### src/rtl/bypass_scoreboard.sv
// rtl/bypass_scoreboard.sv - register-bypass scoreboard with load-use stall detection
//
// Tracks the destination of every instruction in the post-issue stages (0 = EX,
// DEPTH-1 = WB). It picks a forwarding source for each decode read port and
// raises stall when a load's data is not yet available.
//
// Ports:
//   CLK, nRST        clock (rising edge), asynchronous active-low reset
//   issue_*          decode-stage instruction: valid, regwr, isload, wsel, rsel, ruse
//   advance          pipeline enable; when low all state holds
//   flush            squash the decode instruction (bubble into stage 0, no stall)
//   stall            hold fetch/decode, bubble into stage 0
//   fwd_sel          per-port operand source: 0 = regfile, k+1 = stage k output
//   inflight         count of valid register-writing entries
//   stall_cnt        saturating count of advancing stall cycles
module bypass_scoreboard #(
    parameter int RB         = 5,
    parameter int DEPTH      = 3,
    parameter int NPORTS     = 2,
    parameter int LOAD_STAGE = 1,
    parameter int SW         = $clog2(DEPTH + 1)
) (
    input  logic                   CLK,
    input  logic                   nRST,
    input  logic                   issue_valid,
    input  logic                   issue_regwr,
    input  logic                   issue_isload,
    input  logic [RB-1:0]          issue_wsel,
    input  logic [NPORTS*RB-1:0]   issue_rsel,
    input  logic [NPORTS-1:0]      issue_ruse,
    input  logic                   advance,
    input  logic                   flush,
    output logic                   stall,
    output logic [NPORTS*SW-1:0]   fwd_sel,
    output logic [SW-1:0]          inflight,
    output logic [15:0]            stall_cnt
);

    logic [DEPTH-1:0] v_q, v_d;
    logic [DEPTH-1:0] regwr_q, regwr_d;
    logic [DEPTH-1:0] isload_q, isload_d;
    logic [RB-1:0]    wsel_q [DEPTH];
    logic [RB-1:0]    wsel_d [DEPTH];
    logic [15:0]      stall_cnt_q, stall_cnt_d;

    logic [SW-1:0]     port_sel [NPORTS];
    logic [NPORTS-1:0] port_late;
    logic              hazard;
    logic              take_issue;

    // Forward select: scan oldest to youngest so the youngest match overwrites.
    always_comb begin
        hazard = 1'b0;
        for (int p = 0; p < NPORTS; p++) begin
            port_sel[p]  = '0;
            port_late[p] = 1'b0;
            for (int k = DEPTH - 1; k >= 0; k--) begin
                if (issue_ruse[p] && v_q[k] && regwr_q[k] &&
                    (wsel_q[k] == issue_rsel[p*RB +: RB]) &&
                    (issue_rsel[p*RB +: RB] != '0)) begin
                    port_sel[p]  = SW'(k + 1);
                    // Load result only exists from LOAD_STAGE onward.
                    port_late[p] = isload_q[k] && (k < LOAD_STAGE);
                end
            end
            fwd_sel[p*SW +: SW] = port_sel[p];
            hazard = hazard | port_late[p];
        end
    end

    // Flush wins over a hazard: the squashed instruction never needs its operand.
    assign stall      = issue_valid && !flush && hazard;
    assign take_issue = !stall && !flush;

    always_comb begin
        v_d         = v_q;
        regwr_d     = regwr_q;
        isload_d    = isload_q;
        wsel_d      = wsel_q;
        stall_cnt_d = stall_cnt_q;
        if (advance) begin
            for (int k = 1; k < DEPTH; k++) begin
                v_d[k]      = v_q[k-1];
                regwr_d[k]  = regwr_q[k-1];
                isload_d[k] = isload_q[k-1];
                wsel_d[k]   = wsel_q[k-1];
            end
            if (take_issue) begin
                v_d[0]      = issue_valid;
                regwr_d[0]  = issue_regwr;
                isload_d[0] = issue_isload;
                wsel_d[0]   = issue_wsel;
            end else begin
                v_d[0]      = 1'b0;
                regwr_d[0]  = 1'b0;
                isload_d[0] = 1'b0;
                wsel_d[0]   = '0;
            end
            if (stall && (stall_cnt_q != 16'hFFFF)) begin
                stall_cnt_d = stall_cnt_q + 16'd1;
            end
        end
    end

    always_ff @(posedge CLK or negedge nRST) begin
        if (!nRST) begin
            v_q         <= '0;
            regwr_q     <= '0;
            isload_q    <= '0;
            stall_cnt_q <= '0;
            for (int k = 0; k < DEPTH; k++) begin
                wsel_q[k] <= '0;
            end
        end else begin
            v_q         <= v_d;
            regwr_q     <= regwr_d;
            isload_q    <= isload_d;
            stall_cnt_q <= stall_cnt_d;
            for (int k = 0; k < DEPTH; k++) begin
                wsel_q[k] <= wsel_d[k];
            end
        end
    end

    always_comb begin
        inflight = '0;
        for (int k = 0; k < DEPTH; k++) begin
            inflight = inflight + SW'(v_q[k] & regwr_q[k]);
        end
    end

    assign stall_cnt = stall_cnt_q;

endmodule

### config.mk
export PLATFORM = sky130hd
export DESIGN_NAME = bypass_scoreboard
export DESIGN_NICKNAME = d
export VERILOG_FILES = /design/src/rtl/bypass_scoreboard.sv
export SDC_FILE = /design/constraint.sdc
export NUM_CORES = 1
export LEC_CHECK = 0
export ABC_AREA = 1
export CAP_MARGIN = 0
export CORE_UTILIZATION = 33
export DETAILED_ROUTE_END_ITERATION = 8
export GPL_ROUTABILITY_DRIVEN = 0
export MAX_ROUTING_LAYER = met4
export PLACE_DENSITY = 0.57
export SETUP_SLACK_MARGIN = 0.02
export SLEW_MARGIN = 0
export SYNTH_ARGS = -nofsm -noshare
export SYNTH_HDL_FRONTEND = slang
export SYNTH_SLANG_ARGS = --single-unit
### constraint.sdc
create_clock -name CLK -period 2.47 [get_ports CLK]
set_input_delay 0.247 -clock CLK [delete_from_list [all_inputs] [get_ports CLK]]
set_output_delay 0.247 -clock CLK [all_outputs]
set_load 0.02 [all_outputs]
; ---- Word-level counts from Yosys, hierarchy flattened
; Index checks and enable logic that the tools add are counted.
[totals]
register_bits = 38
wordCells = 66
ramBits = 0
mem_bits_ro = 0
n_memories = 0
latchBits = 0
output_inout_bits = 23
[classes]
n_lt_le_gt_ge = 0
div_mod_pow = 0
n_shift = 0
n_addsub = 3
eq_ne = 7
muxes = 12
n_mul = 0
bitwise = 4
n_reduce_logical = 33
[op_table]
columns = operator, count
row1 = equality test 5 bit, 6
row2 = logical AND 1 bit, 28
row3 = adder 16 x 1 -> 16 bit (second input constant), 1
row4 = != test 16 bit (second input constant), 1
row5 = 2-to-1 mux 2 bit, 6
row6 = nonzero test 5 bit, 2
row7 = 2-to-1 mux 1 bit, 5
row8 = 2-to-1 mux 5 bit, 1
row9 = bitwise AND 1 bit, 3
row10 = adder 1 x 1 -> 2 bit, 1
row11 = adder 2 x 1 -> 2 bit, 1
row12 = logical NOT 1 bit, 2
row13 = AND reduction 2 bit, 1
row14 = OR 1 bit, 1

; ---- Logic depth before layout (Yosys ltp)
; Gate-level depths: netlist of run 1.
[depth]
ltp_word = 10
mapped_depth = 13
ltp_nobuf = 12

; ---- Worst setup path after synthesis of run 1
; Ideal clock, no wire load.
[synth_path]
path_type = flip-flop to flip-flop
startpoint = register stall_cnt_q[0], in the netlist stall_cnt[0]
endpoint = register stall_cnt_q[12], in the netlist stall_cnt[12]
setup_slack_ps = 721
setup_time_ps = 65
required_ps = 2405
arrival_ps = 1684
synth_period_minus_slack_ps = 1749
stages_incl_launch_ff = 11
cell_sequence = dfrtp_1 -> ha_1 -> nand3_2 -> nor2_2 -> nand2_2 -> nor2_2 -> nand3_1 -> nand4_4 -> buf_8 -> nand2_1 -> nand2_1
[synth_via]
elab_chain_cells = 3
[synth_lines]
columns = item, line_no
row1 = "start, declared", 44  ; logic [15:0] stall_cnt_q, stall_cnt_d;
row2 = "start signal, assigned", 118  ; stall_cnt_q <= stall_cnt_d;
row3 = "parallel branches: the longest is 3 deep, another holds adder 16 x 1 -> 16 bit", --
; Parallel ways; which one is timed is not known.
; A chain may end at the register's enable or synchronous reset.

; ---- Worst setup path in the final report of run 1
[layout_path]
startpoint = register v_q[0]
endpoint = output inflight[0]
[layout_via]
elab_chain_cells = 3
[layout_lines]
columns = item, line_no
row1 = "start, declared", 39  ; logic [DEPTH-1:0] v_q, v_d;
row2 = "start signal, assigned", 115  ; v_q <= v_d;
row3 = bitwise AND 1 bit, 128  ; inflight = inflight + SW'(v_q[k] & regwr_q[k]);
row4 = adder 1 x 1 -> 2 bit, 128
row5 = adder 2 x 1 -> 2 bit, 128
row6 = "end, declared", 35  ; output logic [SW-1:0] inflight,
; Every way passes these cells.

==> results of run 1 <==
-- cell type report --
cell class | instances | area [sq um] | share of cell area
well taps | 99 | 124 | 0.0386
inverters | 40 | 150 | 0.0468
clock buffers | 7 | 76.3 | 0.0238
repair buffers | 50 | 497 | 0.155
flip-flops and latches | 38 | 951 | 0.297
multi-input cells | 267 | 1410 | 0.439
-- state kept, by name (all words and copies together) (netlist names) --
register,count
isload_q,1
stall_cnt,16
v_q,3
wsel_q,15
regwr_q,3
-- cell families after synthesis --
family | after synthesis | share of synthesized area
compound gates | 34 | 0.0743
xor+xnor | 31 | 0.106
fa+ha+maj | 2 | 0.0127
buf+inv | 46 | 0.0782
flops | 38 | 0.371
simple gates | 200 | 0.357
-- layout by cell type, fill, tap and decap left out, types with 6 or more instances in the layout --
cell type        count
inv_1               36
nor2_1              30
dfrtp_1             38
o21ai_0             18
nand2_2             13
nand3_1             11
xnor2_1             21
clkdlybuf4s50_1     39
nand4_1              6
xor2_1              10
nand2_1            125
-- power by group --
group,internal [mW],switching [mW]
Clock,0.194,0.207
Combinational,0.103,0.129
Sequential,0.657,0.0355
-- worst max-delay path by stage --
stage,start,to,slack (ns),cells past startpoint
3_5_place_dp,issue_rsel[1],fwd_sel[0],-0.02,9
4_1_cts,issue_rsel[1],fwd_sel[1],0.02,9
3_3_place_gp,issue_rsel[0],fwd_sel[0],0.03,9
2_1_floorplan,stall_cnt[0],stall_cnt[12],0.72,10
5_1_grt,regwr_q[0],inflight[0],0.10,4
6_report,v_q[0],inflight[0],0.18,4
-- worst max-delay path, cell delays in order, from the launching register on --
cell	delay, ns
dfrtp_1	0.40
nand2_1	0.15
inv_1	0.08
fa_1	0.53
clkdlybuf4s50_1	0.59
-- Yosys cell counts --
cell type,n
nand2_1,125
dfrtp_1,38
inv_1,36
nor2_1,30
xnor2_1,21
o21ai_0,18
nand2_2,13
nand3_1,11
xor2_1,10
nand4_1,6
o22ai_1,5
a21oi_1,4
clkbuf_1,4
inv_2,3
nor2_2,3
o2111ai_1,3
o21ai_1,3
nor2_8,2
nor3_1,2
nor4_1,2
buf_12,1
buf_8,1
clkinv_1,1
fa_1,1
ha_1,1
nand2_4,1
nand3_2,1
nand3_4,1
nand4_4,1
nor2_4,1
o21a_1,1
or2_1,1
-- repair_timing --
| action | 4_1_cts | 5_1_grt |
|---|---|---|
| setup endpoints to repair | 1 | 4 |
| resized for setup | 1 | 5 |
| hold endpoints to repair | 0 | 0 |
-- per-stage QoR --
| step | setup TNS (ns) | hold slack, ns |
|---|---|---|
| after floorplan | 0 | -0.0486 |
| after global placement | 0 | 0.422 |
| after CTS | 0 | 0.112 |
| after global routing | 0 | 0.134 |
| after detailed placement | -0.0214 | 0.424 |
| final | 0 | 0.0685 |
-- layer usage --
layer,GRT usage,wire [microns],up-vias
met4,0.0444,70,0
met2,0.251,2810,55
met1,0.230,3160,1048
li1,-,-,1192
met5,-,0,-
met3,0.0279,265,6
==> results.md, run 1 <==
* WL/cell at 12.6 microns
* Crit. End Element: primary output
* Total Power at 1.32 mW
* Design area at 3210 sq um
* Vias in the first global route at 2204
* Clk_lat worst skew at 0.29 ns
* DRT Pass-1 Iters at 4
* Critical Path Start Type: flop
* Post-Syn Area at 2560 sq um
* Fin. max-slew vios at 0
* H-tree depth at 2
* YS warnings at 0
* Maximum clock frequency at 438 MHz
* R2R Path End: stall_cnt[15]
* Top cells by area, synth: dfrtp_1, nand2_1, xnor2_1
* CTS sink cnt at 38
* Core area at 7370 sq um
* Iter 0 DRT Violations at 95
* Num CTS Buffers at 5
* Clk_skew at 0.0111 ns
* Post-CTS Setup Repair Bufs at 0
* Pin count of the biggest net entering global routing at 39
* Grt ovf at 0
* Initial Util at 0.347
* Initial antenna violation count at 0
* Mean post-synth cell area at 7.29 sq um
* Vias at 2301
* Detail Route Antenna Nets at 0
* TritonCTS clock tree: yes
* Pre-CTS worst setup slack at -0.0214 ns
* Synthesis-to-layout area growth at 25.3%
* Cell Area, Placed at 3120 sq um
* Post-synth top area cell: dfrtp_1
* Final core utilization at 0.435
* Power Dens Cells at about 410 nW/um^2
* # setup viols final at 0
* # IOs at 47
* Final setup margin at between 0.15 and 0.2 ns
* Post-DR vias/cell at 4.59
* GRT Total Usage at 0.166
* Worst EP required at 2.22 ns
* Share of the synthesized area in the top cell type at 0.371
* R2r worst-path depth at 9
* Post-synthesis instance total at 351
* Max Fanout on Critical Path at 3
* Root buf cell: clkbuf_8
* Share of cells above drive strength 1 at 0.0896
* Filler instances at 778
* Relative slew slack at 0.419
* Worst Hold Class: input port to asynchronous set/reset pin
* Max VDD drop at 0.149 mV
* Placed instance count at 494
* First-pass GRT wire length at 10600 microns
* Status: finished clean
* Cts hold-fix bufs at 0
* Die Span X at 90.1 microns
* IO buf count at 46
* Max Cap Viol at 0
* Hold Vio Cnt, Final at 0
* Tcrit/Tclk final at 0.925
* Height of the die at 90.1 microns
* Yosys cell types at 32
* RSZ-0062 raised after global routing: no
* Post-layout min period at 2.29 ns
* Pleak at 1.56 nW
* Final WL at around 6300 microns
* Die footprint at 8110 sq um
* Antenna cells at 0
* Worst slew pin tran at between 0.8 and 0.9 ns
* Post-DP HPWL at 4760 microns
* Clk slew on worst S/H paths at 0.08 ns
* Core Rows at 31
* Clock Tree Buf Depth at 2
* DR DRC count at 0
* Post-synthesis sequential area ratio at 0.371
* CP Class: flop to primary output
* Final std cells w/o fill at 501
* RR Startpoint: stall_cnt[0]
* Syn Nets at 377
* Register bit total from synthesis at 38
* R2R Setup Slk at 0.65 ns
* Nets at 428
* Worst path arrival time at ~2 ns
Note: power is estimated with default switching activity, not from simulation.
==> inputs of run 2 (changes only) <==
--- a/config.mk
+++ b/config.mk
@@ -7,11 +7,11 @@
 export LEC_CHECK = 0
 export ABC_AREA = 1
 export CAP_MARGIN = 0
-export CORE_UTILIZATION = 33
+export CORE_UTILIZATION = 30
 export DETAILED_ROUTE_END_ITERATION = 8
 export GPL_ROUTABILITY_DRIVEN = 0
 export MAX_ROUTING_LAYER = met4
-export PLACE_DENSITY = 0.57
+export PLACE_DENSITY = 0.53
 export SETUP_SLACK_MARGIN = 0.02
 export SLEW_MARGIN = 0
 export SYNTH_ARGS = -nofsm -noshare
==> run 2 against run 1 <==
  * Sequential share of layout area decreased by 0.30 points
  * Critical endpoint unchanged
  * Highest routed layer unchanged
  * Via count increased by 1.7%
  * Worst hold slack lost 0.0080 ns
  * Critical path type unchanged
==> results.md, run 2 (same netlist as run 1, synthesis figures left out) <==
* Status: finished clean
* Share of cells above drive strength 1 at 0.0993
* Clk_skew at 0.00331 ns
* Most common cell after layout, fill and taps aside: nand2_1
* Core area at 8220 sq um
* Num CTS Buffers at 5
* Cell Area, Placed at 3130 sq um
* DR DRC count at 0
* Tcrit/Tclk final at 0.945
* Power Dens Cells at 427 nW/um^2
* R2R Path End: stall_cnt[11]
* Iter 0 DRT Violations at 138
* Die footprint at around 9000 sq um
* Max VDD drop at 0.231 mV
* Crit path max-delay family: buffers and inverters
* First-pass GRT wire length at between 10000 and 15000 microns
* Vias in the first global route at 2227
* Pre-CTS worst setup slack at -0.0745 ns
* Total Power at 1.38 mW
* Final setup margin at 0.135 ns
* Worst slew pin tran at 0.884 ns
* Worst setup startpoint: regwr_q[0]
* DRT Pass-1 Iters at 4
* Initial Util at 0.312
* Max Cap Viol at 0
* # IOs at 47
* # setup viols final at 0
* Post-CTS Setup Repair Bufs at 0
* Worst setup path end: inflight[0]
* Maximum clock frequency at 428 MHz
* Height of the die at 94.4 microns
* Max Fanout on Critical Path at 3
* Initial antenna violation count at 0
* GRT Total Usage at 0.166
* R2r worst-path depth at 9
* Post-DP HPWL at approximately 4900 microns
* Post-layout min period at 2.33 ns
* Vias at 2341
* Final WL at 6540 microns
* Area of the multi-input gates at 1420 sq um
* Crit path max-delay cell type: clkdlybuf4s50_1
* Placed instance count at 500
* Reg area at 951 sq um
* Worst Path Buf+Inv at 2
* Pleak at 1.57 nW
* Pin count of the biggest net entering global routing at 39
* Design area at 3240 sq um
* WL/cell at 12.9 microns
* Crit. path cell count at 4
* Critical-path cell list: nand2_1, inv_1, fa_1, clkdlybuf4s50_1
* CP Class: flop to primary output
* Core Rows at 33
* Worst path arrival time at 2.09 ns
* H-tree depth at 2
* Crit. End Element: primary output
* Post-DR vias/cell at 4.61
* Final core utilization at 0.394
* Antenna cells at 0
* IO buf count at 46
* Filler instances at 859
* Commonest non-fill, non-tap cells in the layout: nand2_1, clkdlybuf4s50_1, dfrtp_1, inv_1, nor2_1
* Root buf cell: clkbuf_8
* Worst Hold Class: input port to asynchronous set/reset pin
* R2R Setup Slk at approximately 0.63 ns
* Relative slew slack at 0.411
* Fin Hold WS at 0.0604 ns
* Final TNS setup at 0 ns
* Nets at 428
* Max incr delay on CP at 0.60 ns
* Die Span X at 94.4 microns
* Fin. max-slew vios at 0
* Grt ovf at 0
* Hold Vio Cnt, Final at 0
* Clk_lat worst skew at 0.29 ns
* Clk slew on worst S/H paths at 0.08 ns
* CTS sink cnt at 38
* RSZ-0062 raised after global routing: no
* Detail Route Antenna Nets at 0
* Number of flip-flops in the largest register at 16
* RR Startpoint: stall_cnt[0]
* TritonCTS clock tree: yes
* Clock Tree Buf Depth at 2
* Final std cells w/o fill at ~510
* Worst EP required at 2.22 ns
* Synthesis-to-layout area growth at 26.5%
* Critical Path Start Type: flop
-- run 2: worst register-to-register path: cells and delay by family, from the launching register on --
family	cells	cell delay, ns
and+or+nand+nor	8	1.02
adders and majority gates	1	0.26
DFF	1	0.51
-- run 2: report_power, final --
| group | switching [mW] | internal [mW] |
|---|---|---|
| clock | 0.233 | 0.225 |
| combinational | 0.133 | 0.103 |
| sequential | 0.0353 | 0.656 |
-- run 2: worst min-delay path by stage --
stage / cells past startpoint / slack [ns] / end
global placement: 1 / 0.42 / stall_cnt[7]
detailed placement: 1 / 0.42 / stall_cnt[11]
finish: 1 / 0.06 / stall_cnt[9]
floorplan: 0 / -0.05 / isload_q[0]
global route: 1 / 0.15 / stall_cnt[14]
CTS: 1 / 0.10 / stall_cnt[14]
-- run 2: cell type report --
class | count | area share
multi-input combinational | 267 | 0.437
sequential | 38 | 0.294
timing repair buffer | 50 | 0.153
inverter | 40 | 0.0463
tap | 105 | 0.0406
clock buffer | 6 | 0.0255
clock inverter | 2 | 0.00386
-- run 2: what timing repair did --
| action | CTS | global route |
|---|---|---|
| hold endpoints to repair | 0 | 0 |
| setup endpoints to repair | 2 | 4 |
| gates resized for setup | 2 | 5 |
| cloned | 0 | 0 |
| hold buffers | 0 | 0 |
-- run 2: routing by layer --
metal | global-route usage | vias up | part of all wire
li1 | - | 1199 | -
met4 | 0.0462 | 0 | 0.013
met3 | 0.0266 | 8 | 0.050
met1 | 0.225 | 1069 | 0.48
met2 | 0.258 | 65 | 0.45
met5 | - | - | 0
